===== src/rtl/alu_issue.sv =====
// Decode/issue stage producing aluc/A/B for the RV32I ALU over a valid/ready handshake.
// ALU_ISSUE_SKID_EN adds a skid entry so in_ready_o is registered (no out_ready_i -> in_ready_o path).
module alu_issue #(
   parameter int XLEN = 32,
   parameter int ACW  = 5
) (
   input  logic            clk_i,
   input  logic            rst_ni,
   input  logic            in_valid_i,
   output logic            in_ready_o,
   input  logic [31:0]     instr_i,
   input  logic [XLEN-1:0] pc_i,
   input  logic [XLEN-1:0] rs1_data_i,
   input  logic [XLEN-1:0] rs2_data_i,
   output logic            out_valid_o,
   input  logic            out_ready_i,
   output logic [XLEN-1:0] A_o,
   output logic [XLEN-1:0] B_o,
   output logic [ACW-1:0]  aluc_o,
   output logic [4:0]      rd_o,
   output logic            we_o,
   output logic            illegal_o
);

   localparam logic [6:0] OPC_OP     = 7'b0110011;
   localparam logic [6:0] OPC_IMM    = 7'b0010011;
   localparam logic [6:0] OPC_BRANCH = 7'b1100011;
   localparam logic [6:0] OPC_JAL    = 7'b1101111;
   localparam logic [6:0] OPC_JALR   = 7'b1100111;
   localparam logic [6:0] OPC_LUI    = 7'b0110111;
   localparam logic [6:0] OPC_AUIPC  = 7'b0010111;

   localparam logic [ACW-1:0] AC_ADD  = 5'b00000;
   localparam logic [ACW-1:0] AC_SLL  = 5'b00001;
   localparam logic [ACW-1:0] AC_SRL  = 5'b00101;
   localparam logic [ACW-1:0] AC_SRA  = 5'b01101;
   localparam logic [ACW-1:0] AC_BEQ  = 5'b01110;
   localparam logic [ACW-1:0] AC_BNE  = 5'b01111;
   localparam logic [ACW-1:0] AC_BLT  = 5'b10100;
   localparam logic [ACW-1:0] AC_BGE  = 5'b10001;
   localparam logic [ACW-1:0] AC_BLTU = 5'b10110;
   localparam logic [ACW-1:0] AC_BGEU = 5'b10011;
   localparam logic [ACW-1:0] AC_JMP  = 5'b11111;

   typedef struct packed {
      logic [XLEN-1:0] a;
      logic [XLEN-1:0] b;
      logic [ACW-1:0]  aluc;
      logic [4:0]      rd;
      logic            we;
      logic            ill;
   } issue_t;

   logic [6:0]      opc;
   logic [2:0]      f3;
   logic [6:0]      f7;
   logic [4:0]      rd_f;
   logic [XLEN-1:0] imm_i, imm_u, shamt;

   assign opc   = instr_i[6:0];
   assign f3    = instr_i[14:12];
   assign f7    = instr_i[31:25];
   assign rd_f  = instr_i[11:7];
   assign imm_i = XLEN'($signed(instr_i[31:20]));
   assign imm_u = XLEN'($signed({instr_i[31:12], 12'b0}));
   assign shamt = XLEN'(instr_i[24:20]);

   issue_t          dec;
   logic            legal, wr;
   logic [XLEN-1:0] a_d, b_d;
   logic [ACW-1:0]  code;

   always_comb begin
      legal = 1'b1;
      wr    = 1'b1;
      a_d   = rs1_data_i;
      b_d   = rs2_data_i;
      code  = AC_ADD;
      case (opc)
         OPC_OP: begin
            code  = {1'b0, f7[5], f3};
            legal = (f7 == 7'b0000000) ||
                    (f7 == 7'b0100000 && (f3 == 3'b000 || f3 == 3'b101));
            // ALU evaluates SLL as B<<A and SUB as B-A
            if (f3 == 3'b001 || (f3 == 3'b000 && f7[5])) begin
               a_d = rs2_data_i;
               b_d = rs1_data_i;
            end
         end
         OPC_IMM: begin
            code = {2'b00, f3};
            b_d  = imm_i;
            if (f3 == 3'b001) begin
               legal = (f7 == 7'b0000000) || (f7 == 7'b0100000);
               code  = AC_SLL;
               a_d   = shamt;
               b_d   = rs1_data_i;
            end else if (f3 == 3'b101) begin
               legal = (f7 == 7'b0000000) || (f7 == 7'b0100000);
               code  = instr_i[30] ? AC_SRA : AC_SRL;
               b_d   = shamt;
            end
         end
         OPC_BRANCH: begin
            wr = 1'b0;
            case (f3)
               3'b000:  code = AC_BEQ;
               3'b001:  code = AC_BNE;
               3'b100:  code = AC_BLT;
               3'b101:  code = AC_BGE;
               3'b110:  code = AC_BLTU;
               3'b111:  code = AC_BGEU;
               default: legal = 1'b0;
            endcase
         end
         OPC_JAL, OPC_JALR: begin
            code = AC_JMP;
            a_d  = pc_i + XLEN'(4);
            b_d  = '0;
         end
         OPC_LUI: begin
            a_d = '0;
            b_d = imm_u;
         end
         OPC_AUIPC: begin
            a_d = pc_i;
            b_d = imm_u;
         end
         default: legal = 1'b0;
      endcase

      dec = '0;
      if (!legal) begin
         dec.ill = 1'b1;
      end else begin
         dec.a    = a_d;
         dec.b    = b_d;
         dec.aluc = code;
         dec.rd   = wr ? rd_f : 5'd0;
         dec.we   = wr && (rd_f != 5'd0);
      end
   end

   issue_t out_q;
   logic   out_vld;
   logic   in_xfer;

   assign in_xfer = in_valid_i & in_ready_o;

`ifdef ALU_ISSUE_SKID_EN
   issue_t skid_q;
   logic   skid_vld;

   // Ready depends only on state, so back-pressure never ripples upstream combinationally
   assign in_ready_o = !skid_vld;

   always_ff @(posedge clk_i or negedge rst_ni) begin
      if (!rst_ni) begin
         out_vld  <= 1'b0;
         out_q    <= '0;
         skid_vld <= 1'b0;
         skid_q   <= '0;
      end else if (!out_vld || out_ready_i) begin
         if (skid_vld) begin
            out_q    <= skid_q;
            out_vld  <= 1'b1;
            skid_vld <= 1'b0;
         end else if (in_xfer) begin
            out_q   <= dec;
            out_vld <= 1'b1;
         end else begin
            out_vld <= 1'b0;
         end
      end else if (in_xfer) begin
         skid_q   <= dec;
         skid_vld <= 1'b1;
      end
   end
`else
   assign in_ready_o = !out_vld || out_ready_i;

   always_ff @(posedge clk_i or negedge rst_ni) begin
      if (!rst_ni) begin
         out_vld <= 1'b0;
         out_q   <= '0;
      end else if (in_xfer) begin
         out_q   <= dec;
         out_vld <= 1'b1;
      end else if (out_ready_i) begin
         out_vld <= 1'b0;
      end
   end
`endif

   assign out_valid_o = out_vld;
   assign A_o         = out_q.a;
   assign B_o         = out_q.b;
   assign aluc_o      = out_q.aluc;
   assign rd_o        = out_q.rd;
   assign we_o        = out_q.we;
   assign illegal_o   = out_q.ill;

endmodule


===== config.mk =====
export PLATFORM = sky130hd
export DESIGN_NAME = alu_issue
export DESIGN_NICKNAME = d
export VERILOG_FILES = /design/src/rtl/alu_issue.sv
export SDC_FILE = /design/constraint.sdc
export NUM_CORES = 1
export LEC_CHECK = 0
export BUFFER_PORTS_ARGS = -buffer_cell sky130_fd_sc_hd__clkbuf_2
export CORE_MARGIN = 4
export CORE_UTILIZATION = 46
export DETAILED_ROUTE_END_ITERATION = 7
export PLACE_DENSITY = 0.77
export SETUP_SLACK_MARGIN = 0.15
export SLEW_MARGIN = 30
export SYNTH_ARGS = -nofsm -noshare
export SYNTH_HDL_FRONTEND = slang
export SYNTH_SLANG_ARGS = --single-unit

===== constraint.sdc =====
create_clock -name clk_i -period 4.3 [get_ports clk_i]
set_input_delay 0.215 -clock clk_i [delete_from_list [all_inputs] [get_ports clk_i]]
set_output_delay 0.215 -clock clk_i [all_outputs]
set_load 0.05 [all_outputs]

==> impl_metrics.tcl <==
set metrics [dict create \
    ioPinCount 210 \
    min_period_over_period_pct 63.3 \
    endpoint "A_o[28]" \
    synthToLayoutAreaGrowth_pct 27.6 \
    cts_tree "done" \
    min_period_ns 2.72 \
    core_sq_mm 0.0105 \
    ys_ff_latch 77 \
    cts_sinks 77 \
    worst_pin_slew_ns 1.03 \
    initial_core_util_pct 47.7 \
    critPathCaptureType "flop" \
    post-place-cells 894 \
    path_max_fanout 14 \
    cts_root_buf "clkbuf_8" \
    vdd_drop_max_mv 0.178 \
    grt_usage_pct 32.3 \
    yosysSeqAreaShare_pct 38.6 \
    worst_r2r_path_depth 7 \
    ys_types 63 \
    synthArstFlopShare_pct 100 \
    clock_path_buffers 2 \
    max_slew_margin_pct 31.0 \
    setup_tns_ns 0 \
    p_leak_nw 3.12 \
    power.density_mw_per_mm2 286 \
    avgSynthCellArea_sq_um 8.50 \
    path_clk_slew_ns 0.08 \
    p_total_mw 1.82 \
    hp-class "primary input to flop" \
    yosysWarnings 0 \
    grt_pass1_wl_microns 32500 \
    drv_cap 0 \
    drt_iter0_drc 820 \
    syn_nets 720 \
    rsz0062_at_grt "false" \
    worst-r2r-setup-slack_ns 1.65 \
    clk_latency_ns 0.35 \
    report.final.slew_viol_count 0 \
    setup-violations-final 0 \
    die_h_microns 112 \
    worst_setup_path_start_kind "primary input" \
    whs_ns 0.103 \
    reg2reg_from "out_valid_o" \
    clock_skew_ns 0.00836 \
    drc 0 \
    cts_buffers 9 \
    syn_area_sq_mm 0.00499 \
    hpwl_microns 15100 \
    htreeDepth 3 \
    grt_max_degree 79 \
    fin_cells 910 \
    final_area_sq_mm 0.00636 \
    grt_pass1_vias 5993 \
    place_area_sq_mm 0.00609 \
    die_w_microns 112 \
    finalHoldViolCount 0 \
    detail_route.vias_per_cell 6.64 \
    critPathArrivalTime_ns 3.00 \
    hold_depth 2 \
    syn_inst 587 \
    antenna_cells 0 \
    critPathRequiredTime_ns 4.57 \
    die_area_sq_mm 0.0126 \
    path_class "primary input to flop" \
    synth_edf_count 0 \
    worstSetupStartpoint "instr_i[3]" \
    fmax_ghz 0.367 \
    antenna_left 0 \
    nets 903 \
    r2r-end "A_o[28]" \
    gp_congestion 0.959 \
    status "completed" \
    drive_gt1_share_pct 32.2 \
    wirelength_microns 20900 \
    final.fill_count 972 \
    dr.pass1.iters 6 \
    io_buffers 209 \
    vias 6043 \
    grt.overflow.total 0 \
    avgRoutedWirePerCell_microns 23.0 \
    antenna_found_initial 0 \
    num_rows 37 \
    synth-main-ff-cell "dfrtp_1" \
]
[power by group]
| group | leakage (nW) | switching [mW] | internal, mW | total [mW] |
|---|---|---|---|---|
| Combinational | 1.93 | 0.229 | 0.103 | 0.332 |
| Sequential | 1.06 | 0.0107 | 0.739 | 0.750 |
| Clock | 0.130 | 0.282 | 0.458 | 0.740 |
| Total | 3.12 | 0.522 | 1.30 | 1.82 |
[cells in the final DEF (no fill, tap or decap), types with 15 or more instances in the layout]
master	n
nor2_1	15
o21ai_0	57
nand3_1	16
a21oi_1	48
dfrtp_1	77
nand2_1	92
clkbuf_2	208
a22o_1	17
a221o_1	19
a22oi_1	22
[worst max-delay path, cell delays in order]
cell	delay (ns)
clkbuf_2	0.08
nand3b_1	0.45
nor3_2	0.61
a211oi_1	0.19
o22ai_1	0.80
buf_4	0.36
o21ai_0	0.11
a2bb2oi_1	0.19
[Yosys cell counts, types with 3 or more instances]
cell type	number	area (sq um)
o21ai_1	10	50.1
nand3b_1	5	37.5
nand4_1	10	62.6
nand3_1	16	80.1
o21ai_0	57	285
o211ai_1	3	22.5
and2_1	4	25.0
a22o_1	17	149
a21oi_1	48	240
o31ai_1	3	22.5
nor4_1	10	62.6
xor2_1	7	61.3
buf_2	15	75.1
nor3_2	3	30.0
clkbuf_1	33	124
nor2_1	15	56.3
a21o_1	13	97.6
dfrtp_1	77	1930
a221o_1	19	190
inv_1	5	18.8
nor3_1	8	40.0
nand2_1	93	349
nand2b_1	3	18.8
a222oi_1	13	130
a32oi_1	7	61.3
a211oi_1	3	22.5
xnor2_1	3	26.3
a221oi_1	13	114
and3_1	9	56.3
a22oi_1	22	165
[layout make-up]
cell class	count	area [sq um]	share of cell area (%)
flip-flops and latches	77	1930	30.3
inverters	5	18.8	0.295
repair buffers	221	1140	18.0
clock inverters	4	120	1.89
well taps	136	170	2.67
multi-input cells	456	2840	44.6
clock buffers	11	141	2.22
[what timing repair did]
action	4_1_cts	5_1_grt
gates resized for setup	0	0
hold endpoints to repair	0	77
hold buffers	0	1
buffers inserted	0	0
[sequential cells by signal (all words and copies together), names as in the netlist]
name and cells:
A_o 32, B_o 32, aluc_o 5, rd_o 5
illegal_o 1, out_valid_o 1, we_o 1
[worst min path at each step]
stage | startpoint | end | slack, ns
6_report | instr_i[11] | rd_o[4] | 0.10
4_1_cts | rst_ni | rd_o[3] | 0.07
3_3_place_gp | rst_ni | rd_o[1] | 0.43
2_1_floorplan | rst_ni | A_o[0] | -0.08
3_5_place_dp | rst_ni | rd_o[3] | 0.45
5_1_grt | instr_i[11] | rd_o[4] | 0.1
[logic make-up (layout without fill, tap and decap cells)]
group / count (synthesis) / after routing / share of synthesized area [%]
xor+xnor: 10 / 10 / 1.76
flops: 77 / 77 / 38.6
compound gates: 250 / 250 / 35.1
buf+inv: 54 / 241 / 4.59
fa+ha+maj: 1 / 1 / 0.251
simple gates: 195 / 195 / 19.7
[routing by layer]
layer / wire [microns] / track usage (%) / vias to the layer above / part of all wire [%]
li1: - / - / 2654 / -
met1: 8140 / 43.9 / 2849 / 39
met2: 9100 / 49.5 / 473 / 44
met3: 2790 / 7.17 / 67 / 13
met4: 890 / 14.5 / 0 / 4.3
met5: 0 / 0 / - / 0
[through the flow]
stage	setup WS, ns	util, %
after global placement	1.37	58.2
after floorplan	2.02	-
after detailed placement	1.26	58.2
after CTS	1.64	60.7
final	1.58	60.8
after global routing	1.40	60.8
No activity file was read; power rests on OpenSTA's default activity.
